## src/rtl/demux4_stream.sv

```systemverilog
// demux4_stream: one valid/ready input fanned out to four independent output
// lanes, each backed by a 2-entry FIFO so a stalled consumer only blocks
// traffic addressed to its own lane.
// Optional feature: define DEMUX_RR_EN to add the rr_mode input and a 2-bit
// round-robin destination pointer. The default build routes by s_sel only.
module demux4_stream #(
  parameter int WIDTH = 4
) (
  input  logic               clk,
  input  logic               rst,
  input  logic               s_valid,
  output logic               s_ready,
  input  logic [WIDTH-1:0]   s_data,
  input  logic [1:0]         s_sel,
  output logic [3:0]         m_valid,
  input  logic [3:0]         m_ready,
  output logic [4*WIDTH-1:0] m_data,
  output logic [3:0]         lane_full
`ifdef DEMUX_RR_EN
  ,
  input  logic               rr_mode
`endif
);

  // Per-lane FIFO state: fill count 0..2, 1-bit write/read pointers, 2 slots.
  logic [1:0]       count_r  [4];
  logic             wr_ptr_r [4];
  logic             rd_ptr_r [4];
  logic [WIDTH-1:0] mem_r    [4][2];

  // Routing and handshake decode.
  logic [1:0] dest_s;
  logic       accept_s;
  logic [3:0] push_s;
  logic [3:0] pop_s;

`ifdef DEMUX_RR_EN
  logic [1:0] rr_ptr_r;

  // Destination comes from the round-robin pointer in rr mode, else from s_sel.
  always_comb begin
    if (rr_mode) begin
      dest_s = rr_ptr_r;
    end else begin
      dest_s = s_sel;
    end
  end

  // Pointer moves on accepted words in rr mode only; a full lane is never skipped.
  always_ff @(posedge clk or posedge rst) begin
    if (rst) begin
      rr_ptr_r <= 2'd0;
    end else if (accept_s && rr_mode) begin
      rr_ptr_r <= rr_ptr_r + 2'd1;
    end
  end
`else
  // Destination is always the sampled select.
  always_comb begin
    dest_s = s_sel;
  end
`endif

  // Lane status and head words decode straight from registered FIFO state.
  always_comb begin
    m_valid   = 4'b0000;
    lane_full = 4'b0000;
    m_data    = {(4*WIDTH){1'b0}};
    for (int i = 0; i < 4; i++) begin
      m_valid[i]               = (count_r[i] != 2'd0);
      lane_full[i]             = (count_r[i] == 2'd2);
      m_data[i*WIDTH +: WIDTH] = mem_r[i][rd_ptr_r[i]];
    end
  end

  // Input readiness depends only on the destination lane's registered fill
  // level; a full lane refuses a push even if it is popping this cycle.
  always_comb begin
    s_ready  = ~lane_full[dest_s];
    accept_s = s_valid & s_ready;
  end

  // One-hot push to the destination lane, independent pops per lane.
  always_comb begin
    push_s = 4'b0000;
    pop_s  = 4'b0000;
    for (int i = 0; i < 4; i++) begin
      push_s[i] = accept_s && (dest_s == 2'(i));
      pop_s[i]  = m_valid[i] && m_ready[i];
    end
  end

  // FIFO storage, pointers and counts; reset clears storage so m_data is 0.
  always_ff @(posedge clk or posedge rst) begin
    if (rst) begin
      for (int i = 0; i < 4; i++) begin
        count_r[i]  <= 2'd0;
        wr_ptr_r[i] <= 1'b0;
        rd_ptr_r[i] <= 1'b0;
        mem_r[i][0] <= {WIDTH{1'b0}};
        mem_r[i][1] <= {WIDTH{1'b0}};
      end
    end else begin
      for (int i = 0; i < 4; i++) begin
        if (push_s[i]) begin
          mem_r[i][wr_ptr_r[i]] <= s_data;
          wr_ptr_r[i]           <= ~wr_ptr_r[i];
        end
        if (pop_s[i]) begin
          rd_ptr_r[i] <= ~rd_ptr_r[i];
        end
        case ({push_s[i], pop_s[i]})
          2'b10:   count_r[i] <= count_r[i] + 2'd1;
          2'b01:   count_r[i] <= count_r[i] - 2'd1;
          default: count_r[i] <= count_r[i];
        endcase
      end
    end
  end

endmodule

```

## config.mk

```make
export PLATFORM = sky130hd
export DESIGN_NAME = demux4_stream
export DESIGN_NICKNAME = d
export VERILOG_FILES = /design/src/rtl/demux4_stream.sv
export SDC_FILE = /design/constraint.sdc
export NUM_CORES = 1
export LEC_CHECK = 0
export CAP_MARGIN = 20
export CORE_MARGIN = 2
export CORE_UTILIZATION = 35
export CTS_BUF_LIST = sky130_fd_sc_hd__clkbuf_2
export CTS_CLUSTER_DIAMETER = 40
export DETAILED_ROUTE_END_ITERATION = 8
export DONT_BUFFER_PORTS = 1
export GPL_TIMING_DRIVEN = 0
export PLACE_DENSITY_LB_ADDON = 0.08
export SETUP_SLACK_MARGIN = 0.02
export SLEW_MARGIN = 20
export SYNTH_ARGS = -nofsm -noshare
export SYNTH_HDL_FRONTEND = slang
export SYNTH_SLANG_ARGS = --single-unit
export TNS_END_PERCENT = 1
```

## constraint.sdc

```tcl
create_clock -name clk -period 3.55 [get_ports clk]
set_input_delay 0.1775 -clock clk [delete_from_list [all_inputs] [get_ports clk]]
set_output_delay 0.1775 -clock clk [all_outputs]
set_load 0.1 [all_outputs]
```

==> impl_metrics.env <==
export IMPL_outcome="completed"
export IMPL_chipHeight_um=84.6
export IMPL_htreeDepth=2
export IMPL_placed_cell_area_mm2=0.00241
export IMPL_synth_top_cell_area_share=0.529
export IMPL_skew_ps=13.0
export IMPL_cp_start_kind="flop"
export IMPL_cap_violations=0
export IMPL_max_freq_ghz=0.353
export IMPL_drt_first_pass_iters=3
export IMPL_postLayoutCellArea_mm2=0.00254
export IMPL_synth_flop_cell="dfrtp_1"
export IMPL_worst_pin_slew_ps=876
export IMPL_period_needed_ps=2830
export IMPL_grt_pass1_vias=1402
export IMPL_cts_max_path_buffers=2
export IMPL_multi_input_area_mm2=0.00106
export IMPL_via_count=1258
export IMPL_cts_reportedPaths_clkPinSlew_ps=210
export IMPL_synth_area_leaders="dfrtp_1 53%, mux2_2 19%, mux2_4 5.3%"
export IMPL_synth_edf_count=0
export IMPL_ff_latch_area_mm2=0.00120
export IMPL_crit_path_max_fanout=4
export IMPL_cts_made_buffers=5
export IMPL_hp_class="input pin to flop"
export IMPL_worstPathRequired_ps=3370
export IMPL_grt_max_degree=30
export IMPL_die_x_um=84.6
export IMPL_syn_area_mm2=0.00227
export IMPL_syn_avg_cell_area_um2=14.2
export IMPL_dp_hpwl_um=3360
export IMPL_start_util=0.360
export IMPL_drive_gt1_frac=0.399
export IMPL_viasPerCell=4.93
export IMPL_fillers=617
export IMPL_cp_slowest_stage_delay_ps=640
export IMPL_drt_iter0_drc=38
export IMPL_ys_types=26
export IMPL_synth_seq_area_share=0.529
export IMPL_yosys_area_top_type="dfrtp_1"
export IMPL_gp_congestion=0.729
export IMPL_relSlewSlack=0.416
export IMPL_final_max_slew_violation_count=0
export IMPL_ys_warn_count=0
export IMPL_finalSetupTns_ps=0
export IMPL_syn_nets=177
export IMPL_nets=195
export IMPL_worst_setup_path_end_kind="primary output"
export IMPL_groute_usage_overall=0.138
export IMPL_antenna_left=0
export IMPL_timing_final_crit_share=0.798
export IMPL_setup_violations=0
export IMPL_cts_sinks=48
export IMPL_yosysMostFrequentCell="dfrtp_1"
export IMPL_path_class="flop to primary output"
export IMPL_async_reset_ff_frac=1.00
export IMPL_worst_slack_ps=716
export IMPL_hold_violations=0
export IMPL_insertion_delay_ps=400
export IMPL_rsz0062_at_grt="no"
export IMPL_n_antenna_cell=0
export IMPL_overflow=0
export IMPL_post_place_ws_ps=1160
export IMPL_root_buffer="clkbuf_2"
export IMPL_ys_seq_elements=48
export IMPL_core_area_mm2=0.00631
export IMPL_antenna_found_initial=0
export IMPL_design_portCount=38
export IMPL_wirelength_um=4480
export IMPL_crit_chain="nand2b_1 > inv_1 > mux4_1 > inv_1"
export IMPL_slowest_stage="mux4_1"
export IMPL_grt_pass1_wl_um=7600
export IMPL_arrival_ps=2660
export IMPL_cts_tree="yes"
export IMPL_netlist_instances=160
export IMPL_die_area_mm2=0.00715
export IMPL_synthToLayoutAreaGrowth_pct=11.9
export IMPL_port_buffers=0
export IMPL_drc=0
export IMPL_critical_path_most_common_cell="inv_1"
export IMPL_num_rows=29
export IMPL_synth_common_cells="48 x dfrtp_1, 39 x mux2_2, 12 x xnor2_1, 8 x mux2_4, 8 x xor2_1"
export IMPL_post_drt_wl_per_cell_um=17.6
## cells by family (layout without fill, tap and decap cells)
logic type	count (synthesis)	in the layout	synth area share
muxes	49	49	0.263
adders and majority gates	4	4	0.0220
and+or+nand+nor	33	33	0.0980
buffers and inverters	6	24	0.0116
xor gates and xnor gates	20	20	0.0771
DFF	48	48	0.529
## flip-flops by register name, indices dropped and copies added (netlist names)
signal and flops:
mem_r 32, rd_ptr_r 4, count_r 8, wr_ptr_r 4
## layout by cell type, fill, tap and decap left out, types with 2 or more instances in the layout
master and instances:
dfrtp_1 48, mux2_2 39, xnor2_1 12, dlygate4sd3_1 10
mux2_4 8, xor2_1 8, clkbuf_2 6, or2_2 4
and2_1 4, nor2_1 4, ha_1 4, nor2b_4 3
buf_2 3, nand2b_1 2, or4_1 2, or3_1 2
inv_1 2, nand2_1 2, nor3_1 2, nor4b_2 2
## path summary, 6_finish.rpt
check | from | to | slack (ps) | depth (start not counted)
worst max-delay path | count_r[4] | s_ready | 720 | 4
worst min-delay path | s_sel[0] | mem_r[25] | 60 | 2
worst max register to register | count_r[4] | mem_r[19] | 1370 | 4
worst min register to register | count_r[1] | count_r[1] | 500 | 1
max in group asynchronous | rst | mem_r[17] | 2840 | 3
min in group asynchronous | rst | mem_r[4] | 190 | 2
## final cells by class
class                           instances  share of cell area
Sequential cell                        48               0.472
Buffer                                  3             0.00590
Multi-Input combinational cell        106               0.419
Timing Repair Buffer                   11              0.0472
Clock buffer                            6              0.0118
Tap cell                               77              0.0379
Clock inverter                          1             0.00197
Inverter                                3             0.00443
## metal layers
layer	GRT usage	share of wire
met3	0.0482	0.052
met2	0.229	0.51
met5	0	0
met4	0.0433	0.013
met1	0.170	0.42
## metrics by stage
step / hold slack, ps / instances / util
after floorplan: 309 / 160 / -
final: 60.9 / 255 / 0.403
after CTS: 31.3 / 255 / 0.403
after detailed placement: 89.7 / 238 / 0.381
after global placement: 314 / 237 / 0.375
after global routing: 17.1 / 255 / 0.403
## critical path, delay by kind of cell, from the launching register on
family / cells / cell delay, ps
and+or+nand+nor: 1 / 160
DFF: 1 / 440
buffers and inverters: 2 / 1020
muxes: 1 / 640
## what timing repair did
action / 4_1_cts / 5_1_grt
hold endpoints to repair: 85 / 0
setup endpoints to repair: 0 / 0
resized for setup: 0 / 0
hold buffers: 10 / 0
setup buffers: 0 / 0
Power is left out: the tool's default activity adds up to more than one toggle a clock period on the data nets, which glitch-free logic cannot reach.
